[config.mk]
export PLATFORM = sky130hd
export DESIGN_NAME = mem_arbiter
export DESIGN_NICKNAME = d
export VERILOG_FILES = /design/src/rtl/mem_arbiter.sv
export SDC_FILE = /design/constraint.sdc
export NUM_CORES = 1
export LEC_CHECK = 0
export CORE_MARGIN = 2
export CORE_UTILIZATION = 37
export CTS_CLUSTER_SIZE = 30
export DETAILED_ROUTE_END_ITERATION = 16
export MAX_ROUTING_LAYER = met4
export PLACE_DENSITY_LB_ADDON = 0.3
export RECOVER_POWER = 100
export SKIP_LAST_GASP = 1
export SYNTH_ARGS = -nofsm -noshare
export SYNTH_HDL_FRONTEND = slang
export SYNTH_SLANG_ARGS = --single-unit
[constraint.sdc]
create_clock -name i_clk -period 2.45 [get_ports i_clk]
set_clock_uncertainty 0.05 [all_clocks]
set_input_delay 0.3675 -clock i_clk [delete_from_list [all_inputs] [get_ports i_clk]]
set_output_delay 0.3675 -clock i_clk [all_outputs]
set_load 0.02 [all_outputs]
[src/rtl/mem_arbiter.sv]
// Two-port arbiter in front of a single-port synchronous RAM: video (read-only, high
// priority) and CPU (read/write), with a wait counter that bounds CPU starvation.
module mem_arbiter #(
  parameter int ADDR_W   = 16,
  parameter int DATA_W   = 8,
  parameter int MAX_WAIT = 4
) (
  input  logic              i_clk,
  input  logic              i_reset,
  input  logic              i_v_req,
  input  logic [ADDR_W-1:0] i_v_addr,
  output logic              o_v_ack,
  output logic              o_v_valid,
  output logic [DATA_W-1:0] o_v_dat,
  input  logic              i_c_req,
  input  logic              i_c_we,
  input  logic [ADDR_W-1:0] i_c_addr,
  input  logic [DATA_W-1:0] i_c_dat,
  output logic              o_c_ack,
  output logic              o_c_valid,
  output logic [DATA_W-1:0] o_c_dat,
  output logic [ADDR_W-1:0] o_mem_addr,
  output logic [DATA_W-1:0] o_mem_dat,
  output logic              o_mem_cs,
  output logic              o_mem_we,
  input  logic [DATA_W-1:0] i_mem_dat
);

  localparam int WW = $clog2(MAX_WAIT + 1);
  localparam logic [WW-1:0] WAIT_LIM = WW'(MAX_WAIT);

  typedef enum logic [1:0] {S_IDLE, S_V, S_C} state_t;

  state_t        state, state_nxt;
  logic [WW-1:0] wait_cnt, wait_nxt;
  logic          v_pend, c_pend;
  logic          v_elig, c_elig;

  // state holds the grant being issued this cycle, so it doubles as the ack mask
  always_comb begin
    state_nxt = S_IDLE;
    wait_nxt  = wait_cnt;
    v_elig    = i_v_req && (state != S_V);
    c_elig    = i_c_req && (state != S_C);
    if (v_elig && c_elig) begin
      if (wait_cnt == WAIT_LIM) begin
        state_nxt = S_C;
        wait_nxt  = '0;
      end else begin
        state_nxt = S_V;
        wait_nxt  = wait_cnt + 1'b1;
      end
    end else if (v_elig) begin
      state_nxt = S_V;
    end else if (c_elig) begin
      state_nxt = S_C;
      wait_nxt  = '0;
    end
  end

  always_ff @(posedge i_clk) begin
    if (i_reset) begin
      state      <= S_IDLE;
      wait_cnt   <= '0;
      v_pend     <= 1'b0;
      c_pend     <= 1'b0;
      o_mem_addr <= '0;
      o_mem_dat  <= '0;
      o_mem_we   <= 1'b0;
    end else begin
      state    <= state_nxt;
      wait_cnt <= wait_nxt;
      v_pend   <= (state == S_V);
      c_pend   <= (state == S_C) && !o_mem_we;
      case (state_nxt)
        S_V: begin
          o_mem_addr <= i_v_addr;
          o_mem_dat  <= '0;
          o_mem_we   <= 1'b0;
        end
        S_C: begin
          o_mem_addr <= i_c_addr;
          o_mem_dat  <= i_c_dat;
          o_mem_we   <= i_c_we;
        end
        default: o_mem_we <= 1'b0;
      endcase
    end
  end

  // valid is gated by reset so a read landing in the reset cycle is dropped
  always_comb begin
    o_v_ack   = (state == S_V);
    o_c_ack   = (state == S_C);
    o_mem_cs  = (state != S_IDLE);
    o_v_valid = v_pend && !i_reset;
    o_c_valid = c_pend && !i_reset;
    o_v_dat   = i_mem_dat;
    o_c_dat   = i_mem_dat;
  end

endmodule

==> results.cfg <==
[worst_setup_path]
cpMaxStageDelayCell = dlygate4sd3_1
critPathKind = in -> out
critPathMaxFanout = 3
cp-startpoint = i_reset
crit_required_ps = 2030
critical_path.cell_chain = dlygate4sd3_1 -> nor2b_1 -> dlygate4sd3_1
worst_ep_arrival_time_ps = 1750
crit_top_cell = dlygate4sd3_1
critPathCaptureType = primary output
crit_path_max_incr_delay_ps = 680
cp-start-kind = input port
timing.rr.start = state[0]$_SDFF_PP0_

[job]
max_cap_viol_count = 0

[clock_tree]
cts_hold_buf = 0
cts_buffers = 5
clkTransAtPathRegs_ps = 60
clk_latency_ps = 280
cts-root-buf = clkbuf_8
postCtsSetupBuffers = 0
htree_levels = 2
cts_tree = built
post_cts_resized = 0
cts.sinks = 32
ctsLongestPathBuffers = 2

[layout]
drive_gt1_frac = 0.146
multi_input_area_sq_um = 738
syn_to_final_growth_pct = 44.9
ff_latch_area_sq_um = 641
layout.nets = 288
nFillCells = 395
diodes = 0
final_cell_mix = clkdlybuf4s50_1, nand2_1, dfxtp_1, dlygate4sd3_1, a21oi_1
final_common_cell = clkdlybuf4s50_1

[route]
first_iter_violations = 110
viasPerCell = 5.15
ant_nets = 0
drc = 0
routed_wirelength_microns = 3970
post_drt_wl_per_cell_microns = 14.0
vias = 1458
first_pass_iters = 4

[sta]
slew_violations = 0
max_freq_ghz = 0.461
tns_ps = 0
relSlewSlack = 0.283
worstMarginPinSlew_ps = 1070
hold_violations = 0
fin_crit_sh = 0.886
setup-violations-final = 0
rsz0062_at_grt = false
fin_crit_ps = 2170
holdWs_ps = 370

[die]
coreArea_sq_um = 4060
chipWidth_microns = 69.6
rows = 23
dieHeight_microns = 69.6
initial_utilization = 0.393
ios = 99
dieArea_sq_um = 4850

[grt]
grt_max_degree = 27
grt_pass1_vias = 1418
grt-ovfl-total = 0
gr-usage-all-layers = 0.172
antenna_found_initial = 0
grt_pass1_wl_microns = 6620

[synthesis]
synthCells = 176
syn-cell-area_sq_um = 1590
yosysUniqueCellTypes = 30
seq_area_frac_synth = 0.402
yosysWarnings = 0
syn_avg_cell_area_sq_um = 9.05
synth_seq_cells = 32
syn_nets = 231

[min_path]
hold_path.class = reg -> reg
hp-start = o_mem_we$_SDFF_PP0_

[run_status]
outcome = complete, no violations

[power]
peakVddDrop_mv = 0.261
powerDensity_nw_per_um2 = 555
p_leak_nw = 0.946

[placement]
port_buffers = 74
detailed_place_hpwl_microns = 2820
place_congestion = 0.756
## cell families (layout without fill, tap and decap cells)
logic type	Yosys count	after routing	synth area share
adders and majority gates	2	2	0.0157
AOI/OAI and AO/OA	52	52	0.286
DFF	32	32	0.402
buffers and inverters	33	90	0.136
and+or+nand+nor	57	57	0.160
## state kept, by name (all words and copies together) (netlist names)
register and cells:
state 2, o_mem_we 1, o_mem_addr 16, v_pend 1
o_mem_dat 8, wait_cnt 3, c_pend 1
## cells in the mapped netlist
| library cell | instances | area (sq um) |
|---|---|---|
| and4_2 | 1 | 10.0 |
| o311ai_4 | 1 | 26.3 |
| o221a_2 | 6 | 67.6 |
| o311a_1 | 1 | 10.0 |
| clkbuf_1 | 2 | 7.51 |
| nor2_1 | 8 | 30.0 |
| inv_2 | 2 | 7.51 |
| nand2b_1 | 1 | 6.26 |
| a311oi_2 | 10 | 150 |
| nor4_1 | 1 | 6.26 |
| a21o_2 | 1 | 8.76 |
| inv_1 | 3 | 11.3 |
| a22oi_1 | 2 | 15.0 |
| a311oi_1 | 6 | 52.6 |
| nand3b_1 | 1 | 7.51 |
| a21oi_1 | 21 | 105 |
| buf_6 | 3 | 33.8 |
| and2_1 | 2 | 12.5 |
| o21ai_0 | 4 | 20.0 |
| nand2_1 | 37 | 139 |
| buf_4 | 17 | 128 |
| nor3_1 | 1 | 5.00 |
| or2_2 | 1 | 6.26 |
| and3_1 | 1 | 6.26 |
| nor2b_1 | 2 | 12.5 |
| ha_1 | 2 | 25.0 |
| dfxtp_1 | 32 | 641 |
| nand2b_4 | 1 | 13.8 |
| buf_1 | 1 | 3.75 |
| buf_2 | 5 | 25.0 |
## area by class of cell
type / count / area share
clock buffer: 6 / 0.0314
clock inverter: 1 / 0.00217
inverter: 5 / 0.00813
multi-input combinational: 111 / 0.320
sequential: 32 / 0.278
tap: 50 / 0.0271
timing repair buffer: 78 / 0.334
## per-layer routing
metal,share of wire,track usage
met1,0.42,0.202
met2,0.46,0.260
met3,0.095,0.0799
met4,0.021,0.0620
met5,0,-
## worst max-delay path, delay by kind of cell
| kind | cells | cell delay, ps |
|---|---|---|
| buf+inv | 2 | 1260 |
| simple gates | 1 | 130 |
## metrics by stage
step	instances	instance area, sq um	util	total power [mW]	setup slack (ps)
finish	283	2310	0.569	1.28	280
global route	283	2310	0.569	1.35	133
CTS	283	2310	0.569	1.32	281
detailed placement	276	2230	0.550	0.942	55.2
global placement	276	2230	0.550	0.940	80.6
floorplan	176	1590	-	0.811	750
## report_power, final
part           leakage [nW]  total, mW  switching, mW  internal [mW]
clock                0.0410      0.369          0.176          0.193
sequential            0.264      0.581         0.0202          0.561
combinational         0.641      0.332          0.164          0.169
## worst paths after layout
path	end	slack [ps]	depth (start not counted)
hold reg to reg	c_pend$_SDFF_PP0_	370	1
setup / recovery	o_v_valid	280	3
hold / removal	c_pend$_SDFF_PP0_	370	1
setup reg to reg	o_mem_dat[3]$_SDFFE_PP0P_	330	4
Power figures use the tool's default switching activity.
